File: config.mk
export PLATFORM = sky130hd
export DESIGN_NAME = uart_tx_fifo_ctrl
export DESIGN_NICKNAME = d
export VERILOG_FILES = /design/src/rtl/uart_pkg.sv /design/src/rtl/uart_byte_fifo.sv /design/src/rtl/uart_tx_fifo_ctrl.sv
export SDC_FILE = /design/constraint.sdc
export NUM_CORES = 1
export LEC_CHECK = 0
export CAP_MARGIN = 20
export CORE_UTILIZATION = 45
export CTS_BUF_LIST = sky130_fd_sc_hd__clkbuf_4
export CTS_CLUSTER_SIZE = 24
export DETAILED_ROUTE_END_ITERATION = 7
export HOLD_SLACK_MARGIN = 0.1
export MAX_ROUTING_LAYER = met4
export SLEW_MARGIN = 20
export SYNTH_ARGS = -nofsm -noshare
export SYNTH_HDL_FRONTEND = slang
export SYNTH_SLANG_ARGS = --single-unit
File: constraint.sdc
create_clock -name clk -period 5.6 [get_ports clk]
set_input_delay 0.84 -clock clk [delete_from_list [all_inputs] [get_ports clk]]
set_output_delay 0.84 -clock clk [all_outputs]
set_load 0.01 [all_outputs]
File: src/rtl/uart_pkg.sv
// Shared types and constants for the UART 8N1 transmit path.
package uart_pkg;

  typedef enum logic [1:0] {
    IDLE,
    START,
    DATA,
    STOP
  } uart_state_e;

  localparam int UART_DEFAULT_DIV = 217;
  localparam int FRAME_BITS       = 10;
  // One start bit and one stop bit frame the payload.
  localparam int DATA_BITS        = FRAME_BITS - 2;

endpackage

File: src/rtl/uart_byte_fifo.sv
// Small byte FIFO with synchronous push/pop, registered count and head-of-queue read.
module uart_byte_fifo #(
  parameter int DEPTH = 4
) (
  input  logic                     clk,
  input  logic                     rst_n,
  input  logic                     push,
  input  logic                     pop,
  input  logic [7:0]               din,
  output logic [7:0]               dout,
  output logic                     full,
  output logic                     empty,
  output logic [$clog2(DEPTH):0]   level
);

  localparam int PTR_W = $clog2(DEPTH);
  localparam int CNT_W = PTR_W + 1;

  logic [7:0]       mem_q [DEPTH];
  logic [PTR_W-1:0] wrPtr_q;
  logic [PTR_W-1:0] rdPtr_q;
  logic [CNT_W-1:0] count_q;
  logic             pushOk;
  logic             popOk;

  assign full   = (count_q == CNT_W'(DEPTH));
  assign empty  = (count_q == '0);
  assign level  = count_q;
  assign dout   = mem_q[rdPtr_q];
  assign pushOk = push && !full;
  assign popOk  = pop && !empty;

  // Storage holds no reset; the count alone decides which entries are valid.
  always_ff @(posedge clk) begin
    if (pushOk) begin
      mem_q[wrPtr_q] <= din;
    end
  end

  always_ff @(posedge clk or negedge rst_n) begin
    if (!rst_n) begin
      wrPtr_q <= '0;
      rdPtr_q <= '0;
      count_q <= '0;
    end else begin
      if (pushOk) begin
        wrPtr_q <= wrPtr_q + PTR_W'(1);
      end
      if (popOk) begin
        rdPtr_q <= rdPtr_q + PTR_W'(1);
      end
      case ({pushOk, popOk})
        2'b10:   count_q <= count_q + CNT_W'(1);
        2'b01:   count_q <= count_q - CNT_W'(1);
        default: count_q <= count_q;
      endcase
    end
  end

endmodule

File: src/rtl/uart_tx_fifo_ctrl.sv
// UART 8N1 transmitter fed by a byte FIFO; frames are sent back-to-back while data is queued.
module uart_tx_fifo_ctrl
  import uart_pkg::*;
#(
  parameter int DEPTH       = 4,
  parameter int DIV_W       = 13,
  parameter int DEFAULT_DIV = UART_DEFAULT_DIV
) (
  input  logic                   clk,
  input  logic                   rst_n,
  input  logic [7:0]             wr_data,
  input  logic                   wr_valid,
  output logic                   wr_ready,
  input  logic [DIV_W-1:0]       divisor,
  input  logic                   divisor_valid,
  output logic                   txd,
  output logic                   busy,
  output logic [$clog2(DEPTH):0] fifo_level
);

  uart_state_e      state_q, state_d;
  logic [7:0]       shift_q, shift_d;
  logic [2:0]       bitIdx_q, bitIdx_d;
  logic [DIV_W-1:0] baudCnt_q, baudCnt_d;
  logic [DIV_W-1:0] div_q, div_d;
  logic [DIV_W-1:0] effDiv;
  logic             fifoFull;
  logic             fifoEmpty;
  logic [7:0]       fifoDout;
  logic             pushEn;
  logic             popEn;

  assign wr_ready = !fifoFull;
  assign pushEn   = wr_valid && wr_ready;
  assign busy     = (state_q != IDLE) || !fifoEmpty;

  uart_byte_fifo #(
    .DEPTH(DEPTH)
  ) uFifo (
    .clk  (clk),
    .rst_n(rst_n),
    .push (pushEn),
    .pop  (popEn),
    .din  (wr_data),
    .dout (fifoDout),
    .full (fifoFull),
    .empty(fifoEmpty),
    .level(fifo_level)
  );

  // Divisors below 2 would collapse the bit counter, so they are raised to 2.
  always_comb begin
    effDiv = divisor_valid ? divisor : DIV_W'(DEFAULT_DIV);
    if (effDiv < DIV_W'(2)) begin
      effDiv = DIV_W'(2);
    end
  end

  always_comb begin
    state_d   = state_q;
    shift_d   = shift_q;
    bitIdx_d  = bitIdx_q;
    baudCnt_d = baudCnt_q;
    div_d     = div_q;
    popEn     = 1'b0;
    case (state_q)
      IDLE: begin
        if (!fifoEmpty) begin
          popEn     = 1'b1;
          shift_d   = fifoDout;
          div_d     = effDiv;
          baudCnt_d = effDiv - DIV_W'(1);
          state_d   = START;
        end
      end
      START: begin
        if (baudCnt_q == '0) begin
          state_d   = DATA;
          bitIdx_d  = '0;
          baudCnt_d = div_q - DIV_W'(1);
        end else begin
          baudCnt_d = baudCnt_q - DIV_W'(1);
        end
      end
      DATA: begin
        if (baudCnt_q == '0) begin
          shift_d   = {1'b0, shift_q[7:1]};
          baudCnt_d = div_q - DIV_W'(1);
          if (bitIdx_q == 3'(DATA_BITS - 1)) begin
            state_d = STOP;
          end else begin
            bitIdx_d = bitIdx_q + 3'd1;
          end
        end else begin
          baudCnt_d = baudCnt_q - DIV_W'(1);
        end
      end
      STOP: begin
        // A queued byte starts its start bit on the very next cycle, leaving no idle gap.
        if (baudCnt_q == '0) begin
          if (!fifoEmpty) begin
            popEn     = 1'b1;
            shift_d   = fifoDout;
            div_d     = effDiv;
            baudCnt_d = effDiv - DIV_W'(1);
            state_d   = START;
          end else begin
            state_d = IDLE;
          end
        end else begin
          baudCnt_d = baudCnt_q - DIV_W'(1);
        end
      end
      default: state_d = IDLE;
    endcase
  end

  always_ff @(posedge clk or negedge rst_n) begin
    if (!rst_n) begin
      state_q   <= IDLE;
      shift_q   <= '0;
      bitIdx_q  <= '0;
      baudCnt_q <= '0;
      div_q     <= '0;
    end else begin
      state_q   <= state_d;
      shift_q   <= shift_d;
      bitIdx_q  <= bitIdx_d;
      baudCnt_q <= baudCnt_d;
      div_q     <= div_d;
    end
  end

  // Decoded from registered state so an asynchronous reset returns the line high at once.
  always_comb begin
    case (state_q)
      START:   txd = 1'b0;
      DATA:    txd = shift_q[0];
      default: txd = 1'b1;
    endcase
  end

endmodule

==> impl_metrics.yaml <==
yosys:
  synth-edff-count: 32
  synth-seq-area-share_pct: 47.7
  synth_nets: 451
  synthTopCellsByArea: "dfrtp_1, edfxtp_1, ha_1, mux4_2, nand2_1"
  synth_top_area_share_pct: 26.0
  async_reset_ff_share_pct: 59.0
  synth_area_um2: 4420
  syn_inst: 410
  synth.avg_cell_area_um2: 10.8
  yosys.area.top_type: "dfrtp_1"
  synth.distinct_cells: 63
  yosysWarnings: 0
  synthFlopType: "dfrtp_1"
  yosys_register_bits: 78
power_and_ir_drop:
  p_clk_share_pct: 13.8
  internal-power_mw: 1.49
  swShare_pct: 43.6
  leakage_nw: 1.94
  share_seq_of_total_power_pct: 37.7
  power.net_switching_mw: 1.15
  comb_power_share_pct: 48.5
  ir_drop_mv: 0.318
  powerDensity_nw_per_um2: 534
cells_and_area:
  layout_commonest_cell: "dfrtp_1"
  n_fill_cell: 900
  layout_common_cells: "dfrtp_1, nand2_1, nor2_1"
  stdcell_count: 570
  diodes: 0
  design_area_um2: 4960
  multi_input_area_um2: 2150
  seq_area_um2: 2110
  final_nets: 477
  drive_above_1_share_pct: 9.30
  area_growth_pct: 12.0
  final_util_pct: 52.9
placement:
  place.detailed.hpwl_um: 6960
  dp_slack_ns: 1.94
  placed_area_um2: 4810
  place_inst: 554
  gp_congestion: 0.921
  port_buffers: 30
global_routing:
  globalRouteOverflowTotal: 0
  grt_max_degree: 47
  grt_pass1_wl_um: 16400
  grtUsageTotal_pct: 22.1
  antenna_found_initial: 0
  grt_pass1_vias: 3135
critical_path:
  critPathKind: "reg2reg"
  crit_path_end_kind: "register"
  reg2reg_from: "baudCnt_q[0]"
  worstPathArrival_ns: 3.76
  cp-start-kind: "register"
  critPathLaunch: "baudCnt_q[0]"
  worstPathRequired_ns: 5.95
  cp_max_fo: 13
floorplan:
  die_w_um: 101
  boundaryPins: 31
  rows: 35
  start_util_pct: 47.2
  coreArea_um2: 9370
  dieArea_um2: 10200
  die_y_um: 101
detailed_routing:
  vias: 3218
  drc: 0
  drt_iter0_drc: 176
  ant_nets: 0
  routed_wl_um: 9820
  firstDrtPassIters: 5
  wl_per_cell_um: 17.2
  vias_per_cell: 5.65
cts:
  cts.path.max_buffers: 2
  cts_hold_buf: 0
  cts_setup_buffers: 0
  cts.clk_slew.worst_paths_ns: 0.15
  root_buffer: "clkbuf_4"
  cts.sink_count: 78
  clk_latency_ns: 0.43
  cts_tree: "built"
  numCtsBuffers: 9
  cts_resized: 0
  htree_levels: 3
sta:
  period_needed_ns: 3.41
  fin_ws_ns: 2.19
  rsz0062_at_grt: "no"
  fmax_ghz: 0.293
  hold_viol: 0
  finalClockSkew_ns: 0.0206
  slew_headroom_pct: 36.4
  finalSetupViolCount: 0
  tightest_slew_ns: 0.941
  tns_ns: 0
  period_share_pct: 60.9
  finalMaxSlewViolations: 0
status:
  status: "finished, final reports clean"
job:
  cap_violations: 0
worst_hold_path:
  hold_class: "in2async"
==> stage by stage <==
stage | total power [mW] | hold slack, ns
3_5_place_dp | 2.28 | 0.478
3_3_place_gp | 2.26 | 0.461
5_1_grt | 2.86 | 0.521
2_1_floorplan | 1.95 | 0.449
4_1_cts | 2.66 | 0.501
6_report | 2.65 | 0.491
==> flip-flops by register name (all words and copies together) (netlist names) <==
signal,count
uFifo.rdPtr_q,2
div_q,13
baudCnt_q,13
uFifo.wrPtr_q,2
uFifo.mem_q,32
shift_q,8
state_q,2
uFifo.level,3
bitIdx_q,3
==> cell families (layout without fill, tap and decap cells) <==
group	after synthesis	in the layout	synth area share (%)
compound gates	92	92	14.2
xor+xnor	28	28	5.54
fa+ha+maj	16	16	4.69
buf+inv	36	67	3.56
flops	78	78	47.7
mux	17	17	6.11
simple gates	143	143	18.2
==> critical path, stage by stage, from the launching register on <==
cell and delay, ns:
dfrtp_1 0.45, inv_1 0.08, ha_1 0.22, nor3b_4 0.39, and4b_1 0.67, a21oi_4 0.14, nor3_2 0.27, ha_1 0.25
inv_1 0.06, fa_1 0.37, xor2_1 0.16, nor2_1 0.11, xor2_1 0.14
==> final cells by class <==
type | instances | area share [%]
Multi-Input combinational cell | 296 | 43.5
Sequential cell | 78 | 42.6
Timing Repair Buffer | 32 | 6.26
Tap cell | 129 | 3.26
Clock inverter | 7 | 1.62
Inverter | 19 | 1.44
Clock buffer | 9 | 1.36
==> power groups by stage <==
stage	logic, mW	registers, mW	clock network [mW]
floorplan	1.02	0.930	0
global placement	1.26	1.00	0
detailed placement	1.27	1.01	0
CTS	1.28	0.999	0.380
global route	1.43	1.03	0.406
finish	1.28	0.999	0.365
==> Yosys cell counts (4+ instances only) <==
library cell  number
o21ai_0           22
mux2i_1            9
mux4_2             8
ha_1              15
o22ai_1            4
inv_1             19
xor2_1            15
nand2_1           44
or3_1              5
nor4_1             4
clkbuf_1          10
and3_1             5
a211oi_1           6
edfxtp_1          32
a31oi_1            6
o21ai_1           12
or4_1              4
nor3_1            14
a21oi_1           11
nand3_1            6
dfrtp_1           46
xnor2_1           13
nor2_1            34
==> path summary, 6_finish.rpt <==
| check | endpoint | slack, ns | cells after the start |
|---|---|---|---|
| worst max-delay path | uFifo.level[2] | 2.19 | 12 |
| max in group asynchronous | uFifo.rdPtr_q[0] | 4.67 | 2 |
| worst min register to register | shift_q[0] | 0.50 | 2 |
| worst min-delay path | div_q[10] | 0.49 | 2 |
| worst max register to register | uFifo.level[2] | 2.19 | 12 |
| min in group clk | shift_q[0] | 0.50 | 2 |
==> metal layers <==
metal | up-vias | share of wire [%] | GRT usage (%)
met2 | 80 | 42 | 29.9
met1 | 1548 | 53 | 33.9
met3 | 9 | 3.8 | 3.38
li1 | 1581 | - | -
met4 | 0 | 1.3 | 6.35
met5 | - | 0 | -
Power figures use the tool's default switching activity.
